File: config.mk
export PLATFORM = sky130hd
export DESIGN_NAME = uart_tx
export DESIGN_NICKNAME = d
export VERILOG_FILES = /design/src/rtl/uart_pkg.sv /design/src/rtl/tx232_ser.sv /design/src/rtl/uart_tx.sv
export SDC_FILE = /design/constraint.sdc
export NUM_CORES = 1
export LEC_CHECK = 0
export ABC_AREA = 1
export CAP_MARGIN = 10
export CORE_ASPECT_RATIO = 0.8
export CORE_MARGIN = 10
export CORE_UTILIZATION = 25
export CTS_BUF_LIST = sky130_fd_sc_hd__clkbuf_4
export CTS_CLUSTER_SIZE = 24
export DETAILED_ROUTE_END_ITERATION = 7
export SLEW_MARGIN = 20
export SYNTH_ARGS = -nofsm -noshare
export SYNTH_HDL_FRONTEND = slang
export SYNTH_SLANG_ARGS = --single-unit
File: constraint.sdc
create_clock -name clk -period 2.2 [get_ports clk]
set_clock_uncertainty 0.05 [all_clocks]
set_input_delay 0.66 -clock clk [delete_from_list [all_inputs] [get_ports clk]]
set_output_delay 0.66 -clock clk [all_outputs]
set_load 0.05 [all_outputs]
File: src/rtl/uart_pkg.sv
// Shared constants for the RS-232 transmit path: oversample default, frame
// geometry and the state encodings of the serializer and packet sequencer.
package uart_pkg;

    localparam int OVS_DEF   = 16;
    localparam int DATA_BITS = 8;
    localparam int NBYTE     = 4;

    localparam logic [1:0] SER_IDLE  = 2'd0;
    localparam logic [1:0] SER_START = 2'd1;
    localparam logic [1:0] SER_DATA  = 2'd2;
    localparam logic [1:0] SER_STOP  = 2'd3;

    localparam logic [1:0] S_IDLE = 2'd0;
    localparam logic [1:0] S_LOAD = 2'd1;
    localparam logic [1:0] S_WAIT = 2'd2;

endpackage

File: src/rtl/tx232_ser.sv
// Single-byte 8N1 serializer timed by the shared oversample tick txck.
// byte_done marks the tick that ends the stop bit so the next byte can follow gap-free.
module tx232_ser
    import uart_pkg::*;
#(
    parameter int OVS = OVS_DEF
) (
    input  logic       clk,
    input  logic       rst,
    input  logic       txck,
    input  logic       txen,
    input  logic [7:0] txpd,
    output logic       txsd,
    output logic       byte_done
);

    localparam int             TW        = (OVS > 1) ? $clog2(OVS) : 1;
    localparam logic [TW-1:0]  TICK_LAST = TW'(OVS - 1);
    localparam logic [TW-1:0]  TICK_ONE  = TW'(1);
    localparam logic [2:0]     BIT_LAST  = 3'(DATA_BITS - 1);

    logic [1:0]    state_q, state_d;
    logic [TW-1:0] tick_cnt_q, tick_cnt_d;
    logic [2:0]    bit_idx_q, bit_idx_d;
    logic [7:0]    shift_q, shift_d;
    logic          pend_q, pend_d;
    logic          txsd_q, txsd_d;
    logic          tick_last_s;

    assign tick_last_s = txck && (tick_cnt_q == TICK_LAST);
    assign byte_done   = (state_q == SER_STOP) && tick_last_s;
    assign txsd        = txsd_q;

    // Next-state logic; the tick that drops txsd counts as the first start-bit tick.
    always_comb begin
        state_d    = state_q;
        tick_cnt_d = tick_cnt_q;
        bit_idx_d  = bit_idx_q;
        shift_d    = shift_q;
        pend_d     = pend_q;
        txsd_d     = txsd_q;
        case (state_q)
            SER_IDLE: begin
                txsd_d = 1'b1;
                if (pend_q && txck) begin
                    state_d    = SER_START;
                    tick_cnt_d = TICK_ONE;
                    pend_d     = 1'b0;
                    txsd_d     = 1'b0;
                end else if (txen) begin
                    shift_d = txpd;
                    pend_d  = 1'b1;
                end else begin
                    pend_d = pend_q;
                end
            end
            SER_START: begin
                if (tick_last_s) begin
                    state_d    = SER_DATA;
                    tick_cnt_d = '0;
                    bit_idx_d  = 3'd0;
                    txsd_d     = shift_q[0];
                end else if (txck) begin
                    tick_cnt_d = tick_cnt_q + TICK_ONE;
                end else begin
                    tick_cnt_d = tick_cnt_q;
                end
            end
            SER_DATA: begin
                if (tick_last_s) begin
                    tick_cnt_d = '0;
                    if (bit_idx_q == BIT_LAST) begin
                        state_d = SER_STOP;
                        txsd_d  = 1'b1;
                    end else begin
                        shift_d   = {1'b0, shift_q[7:1]};
                        bit_idx_d = bit_idx_q + 3'd1;
                        txsd_d    = shift_q[1];
                    end
                end else if (txck) begin
                    tick_cnt_d = tick_cnt_q + TICK_ONE;
                end else begin
                    tick_cnt_d = tick_cnt_q;
                end
            end
            SER_STOP: begin
                if (tick_last_s) begin
                    state_d    = SER_IDLE;
                    tick_cnt_d = '0;
                    bit_idx_d  = 3'd0;
                end else if (txck) begin
                    tick_cnt_d = tick_cnt_q + TICK_ONE;
                end else begin
                    tick_cnt_d = tick_cnt_q;
                end
            end
            default: begin
                state_d    = SER_IDLE;
                tick_cnt_d = '0;
                bit_idx_d  = 3'd0;
                pend_d     = 1'b0;
                txsd_d     = 1'b1;
            end
        endcase
    end

    // State registers; reset forces the line idle and discards any partial frame.
    always_ff @(posedge clk or negedge rst) begin
        if (!rst) begin
            state_q    <= SER_IDLE;
            tick_cnt_q <= '0;
            bit_idx_q  <= 3'd0;
            shift_q    <= 8'd0;
            pend_q     <= 1'b0;
            txsd_q     <= 1'b1;
        end else begin
            state_q    <= state_d;
            tick_cnt_q <= tick_cnt_d;
            bit_idx_q  <= bit_idx_d;
            shift_q    <= shift_d;
            pend_q     <= pend_d;
            txsd_q     <= txsd_d;
        end
    end

endmodule

File: src/rtl/uart_tx.sv
// Packet transmitter: latches a 4-byte packet on snd_req and feeds it byte by
// byte to tx232_ser, tpd0 first; snd_done pulses on the edge ending the last stop bit.
module uart_tx
    import uart_pkg::*;
#(
    parameter int OVS = OVS_DEF
) (
    input  logic       clk,
    input  logic       rst,
    input  logic       txck,
    input  logic       snd_req,
    input  logic [7:0] tpd0,
    input  logic [7:0] tpd1,
    input  logic [7:0] tpd2,
    input  logic [7:0] tpd3,
    output logic       txsd,
    output logic       txbusy,
    output logic       snd_done
);

    localparam logic [1:0] IDX_LAST = 2'(NBYTE - 1);

    logic [1:0]  seq_q, seq_d;
    logic [1:0]  idx_q, idx_d;
    logic [31:0] shadow_q, shadow_d;
    logic        txbusy_q, txbusy_d;
    logic        snd_done_q, snd_done_d;
    logic        txen_s;
    logic        byte_done_s;
    logic [7:0]  txpd_s;

    assign txen_s   = (seq_q == S_LOAD);
    assign txpd_s   = shadow_q[{idx_q, 3'b000} +: 8];
    assign txbusy   = txbusy_q;
    assign snd_done = snd_done_q;

    tx232_ser #(.OVS(OVS)) u_ser (
        .clk       (clk),
        .rst       (rst),
        .txck      (txck),
        .txen      (txen_s),
        .txpd      (txpd_s),
        .txsd      (txsd),
        .byte_done (byte_done_s)
    );

    // Sequencer next-state; requests are only looked at in S_IDLE, so busy requests vanish.
    always_comb begin
        seq_d      = seq_q;
        idx_d      = idx_q;
        shadow_d   = shadow_q;
        txbusy_d   = txbusy_q;
        snd_done_d = 1'b0;
        case (seq_q)
            S_IDLE: begin
                if (snd_req) begin
                    shadow_d = {tpd3, tpd2, tpd1, tpd0};
                    idx_d    = 2'd0;
                    txbusy_d = 1'b1;
                    seq_d    = S_LOAD;
                end else begin
                    txbusy_d = 1'b0;
                end
            end
            S_LOAD: begin
                seq_d = S_WAIT;
            end
            S_WAIT: begin
                if (byte_done_s && (idx_q == IDX_LAST)) begin
                    snd_done_d = 1'b1;
                    txbusy_d   = 1'b0;
                    idx_d      = 2'd0;
                    seq_d      = S_IDLE;
                end else if (byte_done_s) begin
                    idx_d = idx_q + 2'd1;
                    seq_d = S_LOAD;
                end else begin
                    seq_d = S_WAIT;
                end
            end
            default: begin
                seq_d    = S_IDLE;
                idx_d    = 2'd0;
                txbusy_d = 1'b0;
            end
        endcase
    end

    // Sequencer and output registers.
    always_ff @(posedge clk or negedge rst) begin
        if (!rst) begin
            seq_q      <= S_IDLE;
            idx_q      <= 2'd0;
            shadow_q   <= 32'd0;
            txbusy_q   <= 1'b0;
            snd_done_q <= 1'b0;
        end else begin
            seq_q      <= seq_d;
            idx_q      <= idx_d;
            shadow_q   <= shadow_d;
            txbusy_q   <= txbusy_d;
            snd_done_q <= snd_done_d;
        end
    end

endmodule

# Word-level counts from Yosys, hierarchy flattened
# Index checks and enable logic that the tools add are counted.
word_totals:
  ff_bits: 57
  latchBits: 0
  ramBits: 0
  romBits: 0
  out_inout_bits: 3
  word_cells: 97
  memories: 0
op_classes:
  addsub: 3
  multipliers: 0
  div: 0
  n_lt_le_gt_ge: 0
  eq_ne: 21
  n_shift: 1
  muxes: 39
  n_bitwise: 1
  reduce_logical: 21
ops:
  columns: ["cell", "n"]
  rows:
  - ["8-bit 2-to-1 mux", 4]
  - ["32-bit by 6-bit variable part select with 8-bit output", 1]
  - ["2-bit 2-to-1 mux", 11]
  - ["8-bit case mux with 2 select lines", 1]
  - ["4-bit 2-to-1 mux", 3]
  - ["2-bit by 1-bit inequality test with 1-bit output, second input constant", 6]
  - ["2-bit case mux with 3 select lines", 2]
  - ["1-bit 2-to-1 mux", 10]
  - ["2-bit inequality test, second input constant", 5]
  - ["5-bit AND reduction", 2]
  - ["3-bit 2-to-1 mux", 3]
  - ["2-bit == test, second input constant", 4]
  - ["2-bit case mux with 4 select lines", 1]
  - ["4-bit case mux with 2 select lines", 1]
  - ["2-bit AND reduction", 4]
  - ["1-bit case mux with 3 select lines", 2]
  - ["3-bit case mux with 2 select lines", 1]
  - ["3-bit AND reduction", 2]
  - ["2-bit nonzero test", 3]
  - ["4-bit by 1-bit adder with 4-bit output, second input constant", 1]
  - ["2-bit by 1-bit == test with 1-bit output, second input constant", 2]
  - ["4-bit == test, second input constant", 1]
  - ["1-bit logical AND", 4]
  - ["2-bit zero test", 2]
  - ["other kinds (10)", 10]

# Longest topological paths before layout
depth:
  depth_word: 6
  ltp_mapped: 10
  mapped_depth_nobuf: 9

# By module
# From an unflattened synthesis, not the netlist that was laid out.
hier_totals:
  cells_unflattened: 404
  hier_area_um2: 3066.7
by_module_without_submodules:
  columns: ["module", "instances", "cells_per_inst", "area_per_inst_um2"]
  rows:
  - ["uart_tx", 1, 236, 1844.3]
  - ["tx232_ser", 1, 168, 1222.4]

# Least setup slack after synthesis
# Ideal clock, no wire load.
synth_path:
  path_kind: "register -> register"
  from: "register u_ser.state_q[0]"
  to: "register u_ser.state_q[1]"
  arrival_time_ps: 1387
  required_ps: 2029
  slack_ps: 642
  stages_incl_launch_ff: 11
  n_path_buf: 2
  path_cell_list: "dfrtp_1 inv_1 ha_1 buf_6 inv_4 buf_4 o21ai_1 nor2_1 nand2_1 nand2_1 o21ai_1"
synth_via:
  elab_chain_cells: 3
synth_lines:
  columns: ["element", "line_no", "text"]
  rows:
  - ["from (decl)", "tx232_ser.sv:22", "logic [1:0] state_q, state_d;"]
  - ["from (signal assigned)", "tx232_ser.sv:117", "state_q <= state_d;"]
  - ["2-bit == test, or another cell as far along", "tx232_ser.sv:42", "case (state_q)"]
  - ["2-bit by 1-bit inequality test with 1-bit output (no line)", null, null]
  - ["5-bit AND reduction (no line)", null, null]
# Several ways; a longest one is shown, not always the timed one.
# A chain may end at the register's enable or synchronous reset.

# Worst setup path after layout
layout_path:
  from: "register u_ser.txsd_q, in the netlist u_ser.txsd"
  to: "output txsd"
layout_rtl:
  columns: ["element", "line_no", "text"]
  rows:
  - ["from (decl)", "tx232_ser.sv:27", "logic txsd_q, txsd_d;"]
  - ["from (signal assigned)", "tx232_ser.sv:122", "txsd_q <= txsd_d;"]
  - ["to (decl)", "uart_tx.sv:16", "output logic txsd,"]
# No word-level cell between the ends.

==> out/results.txt <==
Cell area after synthesis - 2874 um2
Syn_nets - 362
Status - complete, no violations
Power density over cell area - 530.4 nW/um2
Worst Setup Path Type - register to output pin
Placed cells - 496
Initial cell density of the core - 0.2598
Total clock buffers created by CTS - 9
Final Hold Vio Count - 0
Buffer levels on the longest clock path - 2
Library cell occupying the most area in the post-synthesis netlist - dfrtp_1
Slowest Stage Delay on Critical Path - 0.55 ns
Setup violators final - 0
Area inside the core boundary - 11,060 um2
Buffers on Ports - 38
Number of nets with antenna violations after routing - 0
Post-route setup slack - 0.3320 ns
Num rows - 34
First drt pass iteration count - 4
Leakage - 1.790 nW
Nature of the critical path startpoint - register
Number of vias in the routed layout - 2,261
Number of DRC markers after the initial detailed-route iteration - 140
Shortest clock period the worst path allows after layout - 1.868 ns
Fraction of layout instances using a drive strength above 1 - 0.1821
Distinct cells, synth - 32
Clock insertion delay at the later pin of the skew report - 0.41 ns
Portion of the clock cycle consumed by the worst path in the final layout - 0.8491
Buf+Inv Stages, Crit Path - 1
Gr ovfl total - 0
Slew Limit Fails - 0
RSZ-0062 raised after global routing - false
Setup Slack @ Placement - 0.08508 ns
Die span in y - 115.9 um
DRC violation count after routing - 0
Maximum number of pins on one net before global-route repair - 58
Worst Path Max Fanout - 2
Highest clock rate - 0.5353 GHz
CTS H-Tree Depth - 3
Count of mapped cells out of synthesis - 318
Fraction of the yosys area taken by sequential cells - 0.4967
First-pass GRT wire length - 11.18 mm
Hold_buf cts - 0
Number of clock sinks - 57
Delay-heaviest family, CP - flip-flops
Non-filler cells, final - 512
Post-CTS setup buffer count - 0
Worst VDD drop - 0.3013 mV
Category of the worst setup path capture point - output pin
CTS Root Cell - clkbuf_4
Initial antenna violation count - 0
GPL Wtd Cong - 0.7813
Final-stage net count - 407
Tightest slew margin relative to the limit - 0.7802
HP Class - primary input to async pin
Critical-path cell list - buf_4
GRT Util Overall - 0.08634
Area share of the largest cell type after synthesis - 0.4876
Number of violations of the max-capacitance limit - 0
Floorplan die width - 139.9 um
Setup TNS - 0 ns
Arrival time reported for the critical path endpoint - 1.16 ns
Post-detailed-routing wire length - 6.515 mm
Syn. warnings - 0
Area contributors post-synth - dfrtp_1 49%, nand2_1 14%, mux2_2 9.8%
Data required time of the critical path - 1.49 ns
Synthesis-to-layout area growth - 23.64%
Clock slew at the register clock pins of the worst setup and hold paths - 0.10 ns
DR vias/cell - 4.416
Die area - 16,210 um2
Average size of a mapped cell - 9.038 um2
Critical-path top delay cell - dfstp_2
Clock tree from TritonCTS - yes
Number of antenna repair diodes - 0
Detailed-placement wirelength estimate - 4.774 mm
Post-CTS sizing - 0
Number of global-route vias before repair - 2,284
Measured slew at the worst slew-check pin - 0.3287 ns
Number of ports placed on the die boundary - 39
Register bit total from synthesis - 57
Wire per inst - 12.72 um
==> cell usage in the layout (no fill, tap or decap), types with 2 or more instances in the layout <==
| master | count |
|---|---|
| nand2_1 | 107 |
| dfrtp_1 | 56 |
| clkdlybuf4s50_1 | 34 |
| nand3_1 | 30 |
| mux2_2 | 25 |
| inv_1 | 20 |
| nor2_1 | 15 |
| a21oi_1 | 11 |
| clkbuf_4 | 11 |
| ha_1 | 8 |
| buf_4 | 7 |
| nand2_2 | 6 |
| o21ai_1 | 4 |
| o21ai_0 | 4 |
| clkinv_1 | 3 |
| nor2_2 | 2 |
| mux2_1 | 2 |
| inv_2 | 2 |
| o21a_1 | 2 |
| nand4_1 | 2 |
| buf_12 | 2 |
==> final timing paths <==
kind                                  start                to  slack [ns]  cells after the start
max reg2reg                u_ser.state_q[0]  u_ser.shift_q[4]        0.40                      8
min                                     rst       shadow_q[0]        0.17                      2
min reg2reg                          txbusy            txbusy        0.43                      2
max in group asynchronous               rst        u_ser.txsd        1.64                      2
min in group clk                     txbusy            txbusy        0.43                      2
max                              u_ser.txsd              txsd        0.33                      1
==> sequential cells by signal, indices dropped and copies added (netlist names) <==
| register | count |
|---|---|
| u_ser.shift_q | 8 |
| snd_done | 1 |
| u_ser.state_q | 2 |
| u_ser.tick_cnt_q | 4 |
| u_ser.pend_q | 1 |
| shadow_q | 32 |
| u_ser.bit_idx_q | 3 |
| seq_q | 2 |
| txbusy | 1 |
| idx_q | 2 |
| u_ser.txsd | 1 |
==> power breakdown <==
group	switching [W]	internal [W]	leakage, nW	total, W
sequential	0	0.00105	0.757	0.00105
clock	0.000387	0.000359	0.0734	0.000747
combinational	0.0000331	0.0000581	0.960	0.0000912
total	0.000420	0.00146	1.79	0.00188
==> synthesized netlist by cell type <==
cell type  instances
nand2_1          107
dfrtp_1           56
nand3_1           30
mux2_2            25
inv_1             20
nor2_1            15
a21oi_1           11
ha_1               8
nand2_2            6
buf_4              5
o21ai_0            4
o21ai_1            4
buf_2              3
inv_2              2
mux2_1             2
nand4_1            2
nor2_2             2
o21a_1             2
a22o_1             1
a31oi_1            1
buf_6              1
clkbuf_1           1
dfstp_2            1
inv_4              1
nand2_4            1
nand3_2            1
nor2_4             1
nor2_8             1
nor3_4             1
nor4_1             1
o21ai_2            1
or2_2              1
==> layer usage <==
metal | part of all wire | vias up | global-route usage
met4 | 0.014 | 0 | 0.02885
met5 | 0 | - | 0
met3 | 0.056 | 10 | 0.03679
met1 | 0.51 | 1079 | 0.1156
met2 | 0.42 | 44 | 0.1220
li1 | - | 1128 | -
==> final cells by class <==
| cell class | count | area, um2 |
|---|---|---|
| clock inverter | 5 | 46.29 |
| clock buffer | 11 | 82.58 |
| timing repair buffer | 44 | 437.9 |
| fill | 1191 | 7507 |
| tap | 144 | 180.2 |
| multi-input combinational | 228 | 1290 |
| inverter | 23 | 88.84 |
| sequential | 57 | 1428 |
==> through the flow <==
stage          hold WS (ns)  total power (W)  instance area (um2)    util
2_1_floorplan        0.3144         0.001071                 2874       -
3_3_place_gp         0.4079         0.001161                 3425  0.3096
3_5_place_dp         0.4105         0.001162                 3425  0.3096
4_1_cts              0.1680         0.001919                 3553  0.3213
5_1_grt              0.1838         0.001971                 3553  0.3213
6_report             0.1694         0.001885                 3553  0.3213
==> cells by family (layout without fill, tap and decap cells) <==
family	after synthesis	count (layout)	share of synthesized area
muxes	27	27	0.1058
buffers and inverters	33	83	0.05442
AOI/OAI and AO/OA	24	24	0.04658
and+or+nand+nor	169	169	0.2616
DFF	57	57	0.4967
adders and majority gates	8	8	0.03483
Note: power is estimated with default switching activity, not from simulation.
